$ cat src/rtl/counter_pkg.sv
// Shared constants, FSM encodings and the nibble-to-ASCII helper for the
// counter UART reader.
package counter_pkg;

  localparam logic [7:0] ASCII_CR   = 8'h0D;
  localparam logic [7:0] ASCII_LF   = 8'h0A;
  localparam logic [7:0] ASCII_ZERO = 8'h30;
  localparam logic [7:0] ASCII_A    = 8'h41;

  localparam int DEFAULT_CLKS_PER_BIT = 868;
  localparam int CHARS_PER_FRAME      = 10;

  typedef enum logic [1:0] {
    TOP_IDLE = 2'd0,
    TOP_LOAD = 2'd1,
    TOP_WAIT = 2'd2,
    TOP_FIN  = 2'd3
  } top_state_t;

  typedef enum logic [1:0] {
    BYTE_IDLE  = 2'd0,
    BYTE_START = 2'd1,
    BYTE_DATA  = 2'd2,
    BYTE_STOP  = 2'd3
  } byte_state_t;

  function automatic logic [7:0] hex_ascii(input logic [3:0] nib);
    logic [7:0] res;
    if (nib < 4'd10) begin
      res = ASCII_ZERO + {4'd0, nib};
    end else begin
      res = ASCII_A + ({4'd0, nib} - 8'd10);
    end
    return res;
  endfunction

endpackage

$ cat src/rtl/uart_byte_tx.sv
// 8N1 byte serialiser. TXD is registered from the current state, so the line
// lags the state machine by one cycle uniformly for every bit.
module uart_byte_tx
  import counter_pkg::*;
#(
  parameter int CLKS_PER_BIT = DEFAULT_CLKS_PER_BIT
) (
  input  logic       CLK,
  input  logic       R,
  input  logic       in_valid,
  output logic       in_ready,
  input  logic [7:0] in_data,
  output logic       TXD
);

  localparam int                BAUD_W    = $clog2(CLKS_PER_BIT);
  localparam logic [BAUD_W-1:0] BAUD_LAST = BAUD_W'(CLKS_PER_BIT - 1);

  byte_state_t       r_state;
  byte_state_t       w_next_state;
  logic [BAUD_W-1:0] r_baud;
  logic [2:0]        r_bit;
  logic [7:0]        r_data;
  logic              r_txd;
  logic              w_bit_end;
  logic              w_take;

  // Ready also rises in the last STOP cycle so the next byte starts with no gap.
  always_comb begin
    w_bit_end    = (r_baud == BAUD_LAST);
    in_ready     = 1'b0;
    w_next_state = r_state;
    case (r_state)
      BYTE_IDLE: begin
        in_ready = 1'b1;
        if (in_valid) w_next_state = BYTE_START;
        else          w_next_state = BYTE_IDLE;
      end
      BYTE_START: begin
        if (w_bit_end) w_next_state = BYTE_DATA;
        else           w_next_state = BYTE_START;
      end
      BYTE_DATA: begin
        if (w_bit_end && (r_bit == 3'd7)) w_next_state = BYTE_STOP;
        else                              w_next_state = BYTE_DATA;
      end
      BYTE_STOP: begin
        if (w_bit_end) begin
          in_ready = 1'b1;
          if (in_valid) w_next_state = BYTE_START;
          else          w_next_state = BYTE_IDLE;
        end else begin
          w_next_state = BYTE_STOP;
        end
      end
      default: w_next_state = BYTE_IDLE;
    endcase
    w_take = in_valid && in_ready;
  end

  always_ff @(posedge CLK) begin
    if (!R) r_state <= BYTE_IDLE;
    else    r_state <= w_next_state;
  end

  always_ff @(posedge CLK) begin
    if (!R) begin
      r_baud <= {BAUD_W{1'b0}};
      r_bit  <= 3'd0;
      r_data <= 8'd0;
      r_txd  <= 1'b1;
    end else begin
      case (r_state)
        BYTE_IDLE:  r_txd <= 1'b1;
        BYTE_START: r_txd <= 1'b0;
        BYTE_DATA:  r_txd <= r_data[r_bit];
        BYTE_STOP:  r_txd <= 1'b1;
        default:    r_txd <= 1'b1;
      endcase
      if (w_take) begin
        r_data <= in_data;
        r_baud <= {BAUD_W{1'b0}};
        r_bit  <= 3'd0;
      end else if (r_state != BYTE_IDLE) begin
        r_baud <= w_bit_end ? {BAUD_W{1'b0}} : r_baud + BAUD_W'(1);
        if ((r_state == BYTE_DATA) && w_bit_end) r_bit <= r_bit + 3'd1;
      end
    end
  end

  assign TXD = r_txd;

endmodule

$ cat src/rtl/counter_uart_tx.sv
// Snapshots Q_IN on request and sends it as 8 uppercase hex characters plus
// CR LF over an 8N1 UART line.
module counter_uart_tx
  import counter_pkg::*;
#(
  parameter int CLKS_PER_BIT = DEFAULT_CLKS_PER_BIT,
  parameter int DATA_W       = 32
) (
  input  logic              CLK,
  input  logic              R,
  input  logic [DATA_W-1:0] Q_IN,
  input  logic              SEND,
  output logic              BUSY,
  output logic              DONE,
  output logic              TXD
);

  localparam logic [3:0] IDX_END = 4'(CHARS_PER_FRAME);

  top_state_t        r_state;
  top_state_t        w_next_state;
  logic [DATA_W-1:0] r_snap;
  logic [3:0]        r_idx;
  logic              r_busy;
  logic              r_done;
  logic              w_valid;
  logic              w_ready;
  logic              w_take;
  logic              w_accept;
  logic [7:0]        w_char;

  always_comb begin
    w_char = ASCII_LF;
    case (r_idx)
      4'd0:    w_char = hex_ascii(r_snap[31:28]);
      4'd1:    w_char = hex_ascii(r_snap[27:24]);
      4'd2:    w_char = hex_ascii(r_snap[23:20]);
      4'd3:    w_char = hex_ascii(r_snap[19:16]);
      4'd4:    w_char = hex_ascii(r_snap[15:12]);
      4'd5:    w_char = hex_ascii(r_snap[11:8]);
      4'd6:    w_char = hex_ascii(r_snap[7:4]);
      4'd7:    w_char = hex_ascii(r_snap[3:0]);
      4'd8:    w_char = ASCII_CR;
      4'd9:    w_char = ASCII_LF;
      default: w_char = ASCII_LF;
    endcase
  end

  // r_idx is the next character to hand off; WAIT offers it while the byte
  // serialiser is busy so it is taken in the last stop cycle with zero gap.
  always_comb begin
    w_next_state = r_state;
    w_valid      = 1'b0;
    w_accept     = 1'b0;
    case (r_state)
      TOP_IDLE: begin
        if (SEND) begin
          w_accept     = 1'b1;
          w_next_state = TOP_LOAD;
        end else begin
          w_next_state = TOP_IDLE;
        end
      end
      TOP_LOAD: begin
        w_valid = 1'b1;
        if (w_ready) w_next_state = TOP_WAIT;
        else         w_next_state = TOP_LOAD;
      end
      TOP_WAIT: begin
        if (r_idx == IDX_END) begin
          if (w_ready) w_next_state = TOP_FIN;
          else         w_next_state = TOP_WAIT;
        end else begin
          w_valid      = 1'b1;
          w_next_state = TOP_WAIT;
        end
      end
      TOP_FIN:  w_next_state = TOP_IDLE;
      default:  w_next_state = TOP_IDLE;
    endcase
    w_take = w_valid && w_ready;
  end

  always_ff @(posedge CLK) begin
    if (!R) r_state <= TOP_IDLE;
    else    r_state <= w_next_state;
  end

  always_ff @(posedge CLK) begin
    if (!R) begin
      r_snap <= {DATA_W{1'b0}};
      r_idx  <= 4'd0;
      r_busy <= 1'b0;
      r_done <= 1'b0;
    end else begin
      r_done <= (r_state == TOP_FIN);
      if (w_accept) begin
        r_snap <= Q_IN;
        r_idx  <= 4'd0;
        r_busy <= 1'b1;
      end else if (r_state == TOP_FIN) begin
        r_busy <= 1'b0;
      end else if (w_take) begin
        r_idx <= r_idx + 4'd1;
      end else begin
        r_busy <= r_busy;
      end
    end
  end

  uart_byte_tx #(
    .CLKS_PER_BIT(CLKS_PER_BIT)
  ) u_byte_tx (
    .CLK     (CLK),
    .R       (R),
    .in_valid(w_valid),
    .in_ready(w_ready),
    .in_data (w_char),
    .TXD     (TXD)
  );

  assign BUSY = r_busy;
  assign DONE = r_done;

endmodule

$ cat config.mk
export PLATFORM = sky130hd
export DESIGN_NAME = counter_uart_tx
export DESIGN_NICKNAME = d
export VERILOG_FILES = /design/src/rtl/counter_pkg.sv /design/src/rtl/uart_byte_tx.sv /design/src/rtl/counter_uart_tx.sv
export SDC_FILE = /design/constraint.sdc
export NUM_CORES = 1
export LEC_CHECK = 0
export CAP_MARGIN = 20
export CORE_MARGIN = 1.5
export CORE_UTILIZATION = 63
export CTS_CLUSTER_DIAMETER = 60
export DETAILED_ROUTE_END_ITERATION = 10
export GPL_ROUTABILITY_DRIVEN = 0
export PLACE_DENSITY = 0.92
export SYNTH_ARGS = -nofsm -noshare
export SYNTH_HDL_FRONTEND = slang
export SYNTH_SLANG_ARGS = --single-unit
$ cat constraint.sdc
create_clock -name CLK -period 3.1 [get_ports CLK]
set_input_delay 0.775 -clock CLK [delete_from_list [all_inputs] [get_ports CLK]]
set_output_delay 0.775 -clock CLK [all_outputs]
set_load 0.01 [all_outputs]
==> qor.txt <==
===============================================================================================
Status                                                                             finished clean
Diodes inserted                                                                               0
Vias/cell                                                                                 5.774
Total leakage power                                                                    2.014 nW
Initial antenna violation count                                                               0
Number of buffers inserted during clock tree synthesis                                        9
Maximum count of clock buffers along a single path                                            2
Final-report setup violation count                                                            0
Mapped cell area                                                                       4408 µm²
Maximum number of pins on one net before global-route repair                                 34
Count of cell types in the netlist                                                           48
Crit path capture type                                                                 register
Startpoint-to-endpoint class of the critical path                                    reg -> reg
Met1 wire length                                                                       4.153 mm
Share of layout cells above drive strength 1                                            0.04274
Global-route wire length before repair                                                 16.95 mm
Post-layout min period                                                                 2.296 ns
Maximum net fanout on the critical path                                                       5
Number of flops mapped to enable cells by yosys                                               0
Number of fillers in the final layout                                                       492
Final clock skew                                                                    0.007063 ns
Post-DP HPWL                                                                           7.528 mm
Arr. time, crit path                                                                    2.59 ns
Quantity of I/O buffers inserted on ports                                                    37
Highest-delay cell along the critical path                                              dfxtp_1
Width of the die                                                                       86.65 µm
Top achievable clock speed                                                            435.5 MHz
Max_cap viols                                                                                 0
Total negative slack for setup checks                                                      0 ns
Max Transition Viols Final                                                                    0
Clock tree root buffer cell                                                            clkbuf_8
Share of the clock period used by the worst path after layout                            0.7407
Worst hold stages                                                                             1
Worst Setup Slack post-DPL                                                            0.8588 ns
RR Endpoint                                                                            r_idx[3]
Floorplan Core Area                                                                    6794 µm²
Met3 Routed Length                                                                       514 µm
CP required                                                                             3.39 ns
Beginning of the worst hold path                                                   u_byte_tx.r_data[4]
Class of the worst hold path                                                         reg -> reg
Clock input transition at the sequential cells of the worst setup and hold paths        0.08 ns
Count of vias placed by the detailed router                                               3,932
Sum of overflow across all layers after global routing                                        0
Cells along the critical path                                                      inv_1 > ha_1 > nand2b_1 > o41a_1 > nor3_2 > nand4_1 > xor2_1 > nor2_1
Maximum resistive drop on vdd                                                       0.0003248 V
CTS tree                                                                                  built
Number of placement rows                                                                     30
Part of the Yosys area used for sequential elements                                      0.2861
Number of nets produced by synthesis                                                        639
Nets                                                                                        665
Worst path setup slack after routing                                                  0.8039 ns
Final routed DRC violation total                                                              0
Hold Slack                                                                            0.4606 ns
Clock latency reported for the late side of the worst-skew pair                         0.36 ns
Worst slew margin                                                                        0.5807
Startpoint kind of the worst setup timing path                                         register
Routed wirelength normalized by instance count                                         14.90 µm
Prevailing post-synth register cell                                                     dfxtp_1
Final-report hold violation count                                                             0
Final core utilization                                                                   0.7429
Global-route usage over all layers                                                       0.2852
Die footprint                                                                          7507 µm²
Worst Max-Slew Pin Slew                                                               0.6277 ns
Average footprint of a synthesized cell                                               7.957 µm²
Power density over cell area                                                       418.3 nW/µm²
Launching point of the worst reg2reg path                                          u_byte_tx.r_state[0]
Effective utilization at floorplan                                                       0.6488
Sum of met2 wire segment lengths after detailed routing                                4.986 mm
Async S/R FF share, synth                                                                     0
Seq cells post-synth                                                                         63
Iter 0 DRT Violations                                                                       336
Crit path largest cell delay                                                            0.39 ns
Worst-case hold path end point                                                     u_byte_tx.r_data[4]
Deepest level of the CTS H-tree                                                               3
Detailed-router iteration count before antenna repair                                         8
Number of cells on the worst reg-to-reg path                                                  8
Mapped Cells                                                                                554
Cts hold-fix bufs                                                                             0
Routed Wire Length                                                                     10.15 mm
Number of global-route vias before repair                                                 3,904
Cts repair resizes                                                                            0
Buffers inserted during post-CTS setup optimization                                           0
Highest metal used                                                                         met4
Sinks on Clock Net                                                                           63
Area added between synthesis and finish                                                  14.50%
Number of nets still failing antenna checks after routing                                     0
Yosys Warn Count                                                                              0
Die Y                                                                                  86.65 µm
Num ports                                                                                    38
Overall Power                                                                          2.111 mW
R2R Setup Slk                                                                           0.80 ns
Unrepaired setup endpoints after global routing                                              no
===============================================================================================
==> area by class of cell <==
| cell class | instances | area (µm²) | share of cell area |
|---|---|---|---|
| clock buffer | 9 | 123.9 | 0.02454 |
| clock inverter | 7 | 96.34 | 0.01909 |
| inverter | 34 | 127.6 | 0.02529 |
| multi-input combinational | 431 | 2918 | 0.5781 |
| sequential | 63 | 1261 | 0.2499 |
| tap | 96 | 120.1 | 0.02380 |
| timing repair buffer | 41 | 400.4 | 0.07933 |
==> cell usage after synthesis (3+ instances only) <==
cell | number | share of area
a211oi_1 | 9 | 0.015
a21boi_0 | 33 | 0.056
a21o_1 | 3 | 0.0051
a21oi_1 | 29 | 0.033
and2_1 | 3 | 0.0043
buf_2 | 3 | 0.0034
clkbuf_1 | 21 | 0.018
dfxtp_1 | 63 | 0.29
ha_1 | 50 | 0.14
inv_1 | 34 | 0.029
mux2i_1 | 20 | 0.045
nand2_1 | 103 | 0.088
nand2b_1 | 5 | 0.0071
nand3_1 | 23 | 0.026
nand3b_1 | 9 | 0.015
nor2_1 | 34 | 0.029
nor2b_1 | 4 | 0.0057
nor4_1 | 9 | 0.013
o21ai_0 | 11 | 0.012
o221ai_1 | 3 | 0.0060
o22ai_1 | 8 | 0.011
xnor2_1 | 20 | 0.040
xor2_1 | 25 | 0.050
==> how the worst max path moves through the flow <==
| stage | start | endpoint | slack, ns | cells after the start |
|---|---|---|---|---|
| after floorplan | r_snap[1] | u_byte_tx.r_data[3] | 1.10 | 9 |
| final | u_byte_tx.r_state[0] | r_idx[3] | 0.80 | 8 |
| after detailed placement | R | u_byte_tx.r_baud[2] | 0.86 | 4 |
| after global routing | u_byte_tx.r_state[0] | u_byte_tx.r_data[5] | 0.70 | 8 |
| after CTS | u_byte_tx.r_state[0] | r_idx[3] | 0.84 | 8 |
| after global placement | R | u_byte_tx.r_baud[3] | 0.96 | 4 |
==> metrics by stage <==
step                area, µm²  instances
floorplan                4408        554
global placement         4827        665
detailed placement       4827        665
CTS                      5047        681
global route             5047        681
finish                   5047        681
==> registers in the layout (all words and copies together), names as in the netlist, 2 cells and up <==
name	flops
u_byte_tx.r_state	2
r_state	2
u_byte_tx.r_baud	10
r_snap	32
u_byte_tx.r_data	7
r_idx	4
u_byte_tx.r_bit	3
==> power breakdown <==
group	leakage, nW	internal [mW]	switching (mW)
clock	0.114	0.455	0.368
combinational	1.39	0.187	0.213
sequential	0.514	0.848	0.0406
==> routing by layer <==
layer	track usage	vias up
li1	-	1940
met1	0.3119	1803
met2	0.5170	130
met3	0.04857	59
met4	0.1642	0
met5	0	-
==> cell usage in the layout, fill, tap and decap left out, types with 11 or more instances in the layout <==
cell type,instances
a21boi_0,33
a21oi_1,29
clkdlybuf4s50_1,37
dfxtp_1,63
ha_1,50
inv_1,34
mux2i_1,20
nand2_1,103
nand3_1,23
nor2_1,34
o21ai_0,11
xnor2_1,20
xor2_1,25
==> kinds of logic (layout without fill, tap and decap cells) <==
kind of cell / after synthesis / count (layout) / share of synthesized area
compound gates: 112 / 112 / 0.1706
xor+xnor: 45 / 45 / 0.08941
fa+ha+maj: 50 / 50 / 0.1419
buf+inv: 60 / 91 / 0.05194
flops: 63 / 63 / 0.2861
mux: 21 / 21 / 0.05052
simple gates: 203 / 203 / 0.2095
==> worst max-delay path: cells and delay by family, from the launching register on <==
family	cells	cell delay [ns]
simple gates	4	0.82
fa+ha+maj	1	0.34
flops	1	0.39
xor+xnor	1	0.18
compound gates	1	0.38
buf+inv	1	0.11
Power figures use the tool's default switching activity.
